$ cat src/rtl/riscv_run_monitor.sv
// rtl/riscv_run_monitor.sv - run supervisor: PASS/FAIL/HANG/TIMEOUT verdict, cycle and store counters
// Optional store trace enabled by defining RUN_MONITOR_STORE_TRACE_EN.
module riscv_run_monitor #(
  parameter int              XLEN        = 32,
  parameter logic [XLEN-1:0] SIG_ADDR    = 32'd100,
  parameter logic [XLEN-1:0] PASS_DATA   = 32'd25,
  parameter int              MAX_CYCLES  = 1000,
  parameter int              HANG_CYCLES = 4,
  parameter int              CNT_W       = 32,
  parameter int              TRACE_DEPTH = 8
) (
  input  logic                           clk,
  input  logic                           reset,
  input  logic                           mem_write,
  input  logic [XLEN-1:0]                data_addr,
  input  logic [XLEN-1:0]                wr_data,
  input  logic [XLEN-1:0]                pc,
  output logic                           done,
  output logic [2:0]                     status,
  output logic [CNT_W-1:0]               cycle_count,
  output logic [CNT_W-1:0]               store_count
`ifdef RUN_MONITOR_STORE_TRACE_EN
  ,
  input  logic [$clog2(TRACE_DEPTH)-1:0] trace_idx,
  output logic [XLEN-1:0]                trace_addr,
  output logic [XLEN-1:0]                trace_data,
  output logic                           trace_valid
`endif
);

  localparam int HW = $clog2(HANG_CYCLES + 1);

  typedef enum logic [2:0] {
    S_RUN     = 3'd0,
    S_PASS    = 3'd1,
    S_FAIL    = 3'd2,
    S_HANG    = 3'd3,
    S_TIMEOUT = 3'd4
  } state_t;

  state_t          state, state_nxt;
  logic [HW-1:0]   hang_cnt;
  logic [XLEN-1:0] last_pc;
  logic            sig_hit;
  logic            pc_rep;
  logic            in_run;

  assign sig_hit = mem_write && (data_addr == SIG_ADDR);
  assign pc_rep  = (pc == last_pc);
  assign in_run  = (state == S_RUN);
  assign status  = state;
  assign done    = !in_run;

  // Verdict register; terminal states hold until reset.
  always_ff @(posedge clk) begin
    if (reset) state <= S_RUN;
    else       state <= state_nxt;
  end

  // Verdict selection from RUN, signature store first, then hang, then budget.
  always_comb begin
    state_nxt = state;
    if (in_run) begin
      if (sig_hit && (wr_data == PASS_DATA))
        state_nxt = S_PASS;
      else if (sig_hit)
        state_nxt = S_FAIL;
      else if ((hang_cnt == HW'(HANG_CYCLES - 1)) && pc_rep)
        state_nxt = S_HANG;
      else if (cycle_count == CNT_W'(MAX_CYCLES - 1))
        state_nxt = S_TIMEOUT;
    end
  end

  // Saturating counters and pc-repeat tracking; all frozen once a verdict exists.
  always_ff @(posedge clk) begin
    if (reset) begin
      cycle_count <= '0;
      store_count <= '0;
      hang_cnt    <= '0;
      last_pc     <= '0;
    end else if (in_run) begin
      if (cycle_count != '1)
        cycle_count <= cycle_count + 1'b1;
      if (mem_write && (store_count != '1))
        store_count <= store_count + 1'b1;
      last_pc <= pc;
      if (!pc_rep)
        hang_cnt <= '0;
      else if (hang_cnt != HW'(HANG_CYCLES))
        hang_cnt <= hang_cnt + 1'b1;
    end
  end

`ifdef RUN_MONITOR_STORE_TRACE_EN
  localparam int TW = $clog2(TRACE_DEPTH);

  logic [XLEN-1:0] tr_addr [TRACE_DEPTH];
  logic [XLEN-1:0] tr_data [TRACE_DEPTH];
  logic [TW-1:0]   wptr;
  logic [TW:0]     fill;
  logic [TW-1:0]   rd_ptr;

  // Trace entries carry no reset; validity is tracked by the fill count.
  always_ff @(posedge clk) begin
    if (in_run && mem_write && !reset) begin
      tr_addr[wptr] <= data_addr;
      tr_data[wptr] <= wr_data;
    end
  end

  // Write pointer wraps naturally; fill count saturates at the depth.
  always_ff @(posedge clk) begin
    if (reset) begin
      wptr <= '0;
      fill <= '0;
    end else if (in_run && mem_write) begin
      wptr <= wptr + 1'b1;
      if (fill != (TW + 1)'(TRACE_DEPTH))
        fill <= fill + 1'b1;
    end
  end

  // Index 0 is the most recent store.
  assign rd_ptr      = wptr - 1'b1 - trace_idx;
  assign trace_addr  = tr_addr[rd_ptr];
  assign trace_data  = tr_data[rd_ptr];
  assign trace_valid = ({1'b0, trace_idx} < fill);
`endif

endmodule

$ cat config.mk
export PLATFORM = sky130hd
export DESIGN_NAME = riscv_run_monitor
export DESIGN_NICKNAME = d
export VERILOG_FILES = /design/src/rtl/riscv_run_monitor.sv
export SDC_FILE = /design/constraint.sdc
export NUM_CORES = 1
export LEC_CHECK = 0
export CELL_PAD_IN_SITES_DETAIL_PLACEMENT = 0
export CELL_PAD_IN_SITES_GLOBAL_PLACEMENT = 1
export CORE_MARGIN = 2
export CORE_UTILIZATION = 36
export CTS_CLUSTER_DIAMETER = 200
export DETAILED_ROUTE_END_ITERATION = 10
export PLACE_DENSITY_LB_ADDON = 0.1
export SLEW_MARGIN = 20
export SYNTH_ARGS = -nofsm -noshare
export SYNTH_HDL_FRONTEND = slang
export SYNTH_SLANG_ARGS = --single-unit
$ cat constraint.sdc
create_clock -name clk -period 6.15 [get_ports clk]
set_clock_uncertainty 0.1 [all_clocks]
set_input_delay 0.615 -clock clk [delete_from_list [all_inputs] [get_ports clk]]
set_output_delay 0.615 -clock clk [all_outputs]
set_load 0.01 [all_outputs]
==> qor.csv, run 1 <==
stage,metric,value,unit
timing,setup_ws,2.98,ns
synth,yosysSeqAreaShare,0.388,
placed_design,hpwlAfterDp,10.6,mm
hold_path,hp-start,last_pc[1],
timing,fmax,0.315,GHz
clock_network,cts_resized,0,
drt,dr.first_iter.drc_count,355,
synth,netlist_top_cells_area,"dfxtp_1, a21oi_1, nand2_1",
cells_and_area,fin_nets,894,
clock_network,clock_sinks,102,
timing,layout_min_cycle_time,3.17,ns
worst_setup_path,critical_path_class,input pin to flip-flop,
timing,setup_tns,0,ns
timing,worst_pin_slew,0.975,ns
global_route,grt_first_pass_wirelength,25.2,mm
floorplanning,dieArea,15600,sq um
pwr,power_density,190,nW/um^2
worst_setup_path,setup.worst_path.start,mem_write,
synth,synth_warnings,0,
drt,drc,0,
pwr,peakVddDrop,0.000113,V
clock_network,cts-root-buf,clkbuf_16,
clock_network,clkTransAtPathRegs,0.07,ns
cells_and_area,diodes,0,
clock_network,hold_buffers,0,
drt,ant_nets,0,
timing,slew_headroom,0.350,
synth,yosysTopAreaCellShare,0.388,
clock_network,clk_latency,0.34,ns
placed_design,portBuffers,166,
drt,via_per_inst,5.46,
worst_setup_path,timing.rr.start,status[2],
clock_network,clock_path_buffers,2,
synth,syn_area,5260,sq um
cells_and_area,fill_cells,1384,
placed_design,place.gp.congestion,0.782,
cells_and_area,final-seq-area,2040,sq um
synth,synth_top_cell_by_area,dfxtp_1,
worst_setup_path,startpoint_type,input pin,
worst_setup_path,required,6.28,ns
placed_design,dp_slack,2.63,ns
cells_and_area,finalNonFillerCells,979,
worst_setup_path,cp_cell_sequence,clkdlybuf4s50_1 -> nor4b_2 -> nand4_1 -> a2111oi_4 -> nand3_2 -> mux2_4,
worst_setup_path,cp.arrival,3.30,ns
clock_network,cts_buffers,9,
drt,via_count,5350,
cells_and_area,multi_input_area,3050,sq um
timing,fin_crit_sh,0.516,
floorplanning,core,14400,sq um
global_route,grt_pass1_vias,5099,
clock_network,cts_setup_buffers,0,
timing,setup_viol,0,
clock_network,cts_tree,yes,
global_route,antenna_found_initial,0,
global_route,overflow,0,
synth,async_flop_share,0,
hold_path,hold_path_class,flip-flop to flip-flop,
synth,syn_avg_cell_area,8.15,sq um
timing,rsz0062_at_grt,false,
timing,timing.final.hold_violations,0,
worst_setup_path,worstSetupEndpointType,flip-flop,
cells_and_area,final_layout_size_suffix_gt1_frac,0.0566,
worst_setup_path,crit_slowest_cell,a2111oi_4,
floorplanning,start_util,0.365,
floorplanning,ios,167,
synth,synthCells,646,
synth,synth_edf_count,0,
synth,ys.flop_type,dfxtp_1,
drt,wire_per_inst,15.5,um
drt,routed_wl,15.2,mm
floorplanning,die_h,125,um
timing,slew_viol_final,0,
drt,drt_pre_antenna_iters,4,
placed_design,dp_cells,963,
synth,ys_ff_latch,102,
worst_setup_path,max_stage_delay,0.72,ns
synth,synth.distinct_cells,56,
job,cap_violations,0,
cells_and_area,area_growth,39.3,%
floorplanning,die_w,125,um
run_status,status,finished clean,
clock_network,htree_levels,3,
global_route,grt_max_degree,89,
synth,synth_fp_nets,750,
floorplanning,fp-row-count,44,
pwr,cellLeakagePower,2.40,nW
worst_setup_path,path_max_fanout,18,
global_route,grt_use_total,0.194,
-- placed cells by master (no fill, tap or decap), types with 24 or more instances in the layout --
cell             instances
dfxtp_1                102
nand3_1                 29
xnor2_1                 35
nor2_1                  24
nor4_1                  29
o21ai_0                 30
nand2_1                 93
clkdlybuf4s50_1        165
nand4_1                 28
a21oi_1                 77
or3_1                   31
-- registers in the layout, indices dropped and copies added, names as in the netlist --
signal / flops
cycle_count: 32
last_pc: 32
store_count: 32
hang_cnt: 3
status: 3
-- final cells by class --
cell class	count	area share
Clock buffer	9	0.0307
Tap cell	184	0.0314
Clock inverter	7	0.00990
Multi-Input combinational cell	500	0.416
Timing Repair Buffer	169	0.229
Sequential cell	102	0.278
Inverter	8	0.00410
-- through the flow --
stage / hold WS [ns] / utilization / cell area (sq um) / power [mW]
after floorplan: 0.349 / - / 5260 / 0.749
after global placement: 0.354 / 0.488 / 7030 / 0.830
after detailed placement: 0.361 / 0.488 / 7030 / 0.833
after CTS: 0.371 / 0.508 / 7330 / 1.42
after global routing: 0.388 / 0.508 / 7330 / 1.45
final: 0.369 / 0.508 / 7330 / 1.39
-- Yosys cell counts, types with 2 or more instances --
| cell type | instances |
|---|---|
| a2111oi_0 | 2 |
| clkbuf_1 | 24 |
| o41ai_1 | 2 |
| nor4b_1 | 4 |
| and2_1 | 2 |
| xor2_1 | 2 |
| inv_1 | 7 |
| or2_2 | 2 |
| o21ai_0 | 30 |
| dfxtp_1 | 102 |
| nand3_1 | 29 |
| or4_1 | 14 |
| a31o_2 | 2 |
| nor2b_1 | 7 |
| and3_1 | 8 |
| nor2_1 | 24 |
| and4_1 | 9 |
| buf_1 | 6 |
| o211ai_1 | 5 |
| ha_1 | 5 |
| buf_2 | 5 |
| nand4_2 | 2 |
| or3_1 | 31 |
| nand2_1 | 93 |
| a21oi_1 | 77 |
| o31a_1 | 4 |
| o311ai_0 | 2 |
| nor4_1 | 29 |
| o31ai_1 | 17 |
| nor3_1 | 5 |
| o21a_1 | 4 |
| nand4_1 | 28 |
| xnor2_1 | 35 |
| mux2_2 | 6 |
-- final timing paths --
kind	endpoint	slack, ns	depth (start not counted)
worst max-delay path	store_count[27]	2.98	6
worst min-delay path	last_pc[1]	0.37	2
worst max register to register	store_count[27]	3.25	5
worst min register to register	last_pc[1]	0.37	2
-- power breakdown --
part / internal (mW) / total, mW / leakage (nW) / switching [mW]
sequential: 0.674 / 0.685 / 0.831 / 0.0109
combinational: 0.0849 / 0.131 / 1.43 / 0.0466
clock: 0.316 / 0.577 / 0.142 / 0.260
-- layer usage --
metal  vias up  track usage  wire [um]
met5         -            0          0
met4         0       0.0660        204
met3        16       0.0412        728
met2       125        0.320       7210
met1      2517        0.252       7060
li1       2692            -          -
-- cell families after synthesis --
| family | count (synthesis) | synth area share |
|---|---|---|
| muxes | 8 | 0.0176 |
| xor gates and xnor gates | 37 | 0.0616 |
| AOI/OAI and AO/OA | 151 | 0.173 |
| and+or+nand+nor | 299 | 0.314 |
| adders and majority gates | 5 | 0.0119 |
| DFF | 102 | 0.388 |
| buffers and inverters | 44 | 0.0340 |
-- worst max-delay path, delay by kind of cell --
kind                   cells  cell delay [ns]
AND/OR/NAND/NOR            3             1.16
AO/OA/AOI/OAI              1             0.72
buffers and inverters      1             0.49
multiplexers               1             0.31
Note: power is estimated with default switching activity, not from simulation.
==> run 2, diff against run 1 <==
--- a/config.mk
+++ b/config.mk
@@ -8,7 +8,7 @@
 export CELL_PAD_IN_SITES_DETAIL_PLACEMENT = 0
 export CELL_PAD_IN_SITES_GLOBAL_PLACEMENT = 1
 export CORE_MARGIN = 2
-export CORE_UTILIZATION = 36
+export CORE_UTILIZATION = 30
 export CTS_CLUSTER_DIAMETER = 200
 export DETAILED_ROUTE_END_ITERATION = 10
 export PLACE_DENSITY_LB_ADDON = 0.1
==> constraint.sdc (replaced) <==
create_clock -name clk -period 2.9 [get_ports clk]
set_clock_uncertainty 0.1 [all_clocks]
set_input_delay 0.29 -clock clk [delete_from_list [all_inputs] [get_ports clk]]
set_output_delay 0.29 -clock clk [all_outputs]
set_load 0.01 [all_outputs]
==> run 2 against run 1 <==
Effect of this change: clock-buffer cell count rose by 1; worst setup slack got worse by 2.7 ns; die area up 19%; largest cell class unchanged; wire length up 8.1%; first-iteration DRC count down 35%; critical endpoint is now store_count[10]; register-to-register slack got worse by 3.0 ns.
==> qor.csv, run 2 (synthesis results as in run 1) <==
stage,metric,value,unit
run_status,status,finished clean,
pwr,pwr-share-seq,0.471,
hold_path,hold_path_class,input pin to flip-flop,
global_route,overflow,0,
timing,worst_pin_slew,0.978,ns
floorplanning,fp-row-count,48,
clock_network,cts_setup_buffers,0,
clock_network,clock_sinks,102,
worst_setup_path,cp_cell_sequence,and4_1 -> and3_1 -> and4_1 -> nor4b_1 -> mux2_2,
pwr,p_comb_frac,0.092,
cells_and_area,layout_common_cells,"clkdlybuf4s50_1, dfxtp_1, nand2_1",
timing,fin_crit_sh,0.912,
pwr,power.share.clock,0.437,
worst_setup_path,crit_slowest_cell,and4_1,
timing,fmax,0.378,GHz
worst_setup_path,cp.arrival,2.78,ns
clock_network,cts_resized,0,
job,cap_violations,0,
drt,drt_pre_antenna_iters,5,
worst_setup_path,crit_top_cell,and4_1,
floorplanning,start_util,0.305,
global_route,grt_max_degree,46,
global_route,grt_first_pass_wirelength,26.0,mm
worst_setup_path,r2r_slack,0.25,ns
clock_network,clkTransAtPathRegs,0.07,ns
cells_and_area,mostFrequentLayoutCell,clkdlybuf4s50_1,
drt,ant_nets,0,
clock_network,cts-root-buf,clkbuf_16,
pwr,intPower,2.40,mW
clock_network,cts_tree,yes,
timing,slew_viol_final,0,
global_route,antenna_found_initial,0,
timing,layout_min_cycle_time,2.65,ns
drt,routed_wl,16.4,mm
pwr,p_sw,0.691,mW
drt,via_count,5400,
placed_design,hpwlAfterDp,12.0,mm
worst_setup_path,critical_path_class,flip-flop to flip-flop,
cells_and_area,area_growth,42.6,%
timing,rsz0062_at_grt,false,
timing,setup_viol,0,
worst_setup_path,reg2reg_depth,5,
floorplanning,core,17200,sq um
clock_network,clk_latency,0.36,ns
placed_design,portBuffers,166,
pwr,peakVddDrop,0.000267,V
cells_and_area,diodes,0,
global_route,grt_pass1_vias,5009,
worst_setup_path,cp-endpoint,store_count[10],
worst_setup_path,path_max_fanout,34,
worst_setup_path,cp_top_family,simple AND/OR/NAND/NOR gates,
floorplanning,ios,167,
timing,timing.final.hold_violations,0,
drt,dr.first_iter.drc_count,232,
worst_setup_path,worstSetupEndpointType,flip-flop,
worst_setup_path,max_stage_delay,0.90,ns
clock_network,clock_path_buffers,2,
global_route,grt_use_total,0.178,
timing,slew_headroom,0.348,
drt,via_per_inst,5.23,
clock_network,cts_buffers,9,
clock_network,hold_buffers,0,
drt,wire_per_inst,15.9,um
drt,drc,0,
worst_setup_path,timing.rr.start,store_count[25],
cells_and_area,final_layout_size_suffix_gt1_frac,0.0706,
worst_setup_path,r2r-end,store_count[10],
pwr,swShare,0.224,
pwr,power.total,3.09,mW
floorplanning,dieArea,18600,sq um
floorplanning,die_w,136,um
pwr,power_density,411,nW/um^2
floorplanning,die_h,136,um
worst_setup_path,cp.depth,5,
worst_setup_path,startpoint_type,flip-flop,
worst_setup_path,setup.worst_path.start,store_count[25],
cells_and_area,reg.largest.list,"cycle_count: 32 flops, last_pc: 32 flops, store_count: 32 flops",
cells_and_area,fin_nets,906,
placed_design,place.gp.congestion,0.835,
worst_setup_path,required,3.04,ns
worst_setup_path,timing.critical_path.buf_inv,0,
clock_network,htree_levels,3,
timing,setup_tns,0,ns
pwr,cellLeakagePower,2.48,nW
hold_path,hp-start,reset,
run 2: cell types whose count changed in the layout (fill, tap and decap cells not counted):
cell,previous run,this run
buf_4,4,16
clkinv_2,2,1
clkinv_4,1,0
inv_6,1,2
clkinvlp_4,2,1
bufinv_16,1,2
clkbuf_8,0,1
run 2: worst min path at each step:
stage                                 end  slack (ns)  depth (start not counted)
after floorplan                last_pc[0]        0.33                          2
after global placement        last_pc[10]        0.35                          2
after detailed placement      last_pc[11]        0.36                          2
after CTS                 store_count[23]        0.19                          2
after global routing      store_count[20]        0.19                          2
final                     store_count[20]        0.19                          2
run 2: layer usage:
metal	track usage	vias to the layer above	wire [um]
met5	0	-	0
met4	0.0590	0	292
met3	0.0474	24	758
met2	0.297	105	8030
met1	0.221	2554	7360
li1	-	2717	-
run 2: worst register-to-register path: stages, from the launching register on:
cell     delay, ns
dfxtp_1       0.45
and4_1        0.28
and3_1        0.34
and4_1        0.90
nor4b_1       0.15
mux2_2        0.31
run 2: cell type report:
| cell class | instances | area [sq um] |
|---|---|---|
| sequential | 102 | 2040 |
| multi-input combinational | 500 | 3050 |
| clock buffer | 10 | 239 |
| timing repair buffer | 181 | 1770 |
| fill | 1667 | 9730 |
| tap | 225 | 282 |
| clock inverter | 6 | 90.1 |
| inverter | 8 | 30.0 |
run 2: through the flow:
step | setup slack (ns) | area (sq um) | hold WS, ns | instances | utilization
floorplan | 0.599 | 5260 | 0.326 | 646 | -
global placement | 0.310 | 7180 | 0.354 | 1016 | 0.416
detailed placement | 0.262 | 7180 | 0.361 | 1016 | 0.416
CTS | 0.274 | 7500 | 0.185 | 1032 | 0.435
global route | 0.0869 | 7500 | 0.190 | 1032 | 0.435
finish | 0.254 | 7500 | 0.191 | 1032 | 0.435
run 2: power by group through the flow:
stage | combinational, mW | clock, mW | sequential [mW]
after detailed placement | 0.285 | 0 | 1.49
after CTS | 0.287 | 1.39 | 1.45
after floorplan | 0.104 | 0 | 1.48
after global placement | 0.281 | 0 | 1.48
after global routing | 0.309 | 1.46 | 1.46
final | 0.283 | 1.35 | 1.45
==> run 3, diff against run 2 <==
--- a/config.mk
+++ b/config.mk
@@ -5,6 +5,7 @@
 export SDC_FILE = /design/constraint.sdc
 export NUM_CORES = 1
 export LEC_CHECK = 0
+export CAP_MARGIN = 20
 export CELL_PAD_IN_SITES_DETAIL_PLACEMENT = 0
 export CELL_PAD_IN_SITES_GLOBAL_PLACEMENT = 1
 export CORE_MARGIN = 2
==> results of run 3 <==
No change in the layout: final DEF, timing and power equal those of run 2.
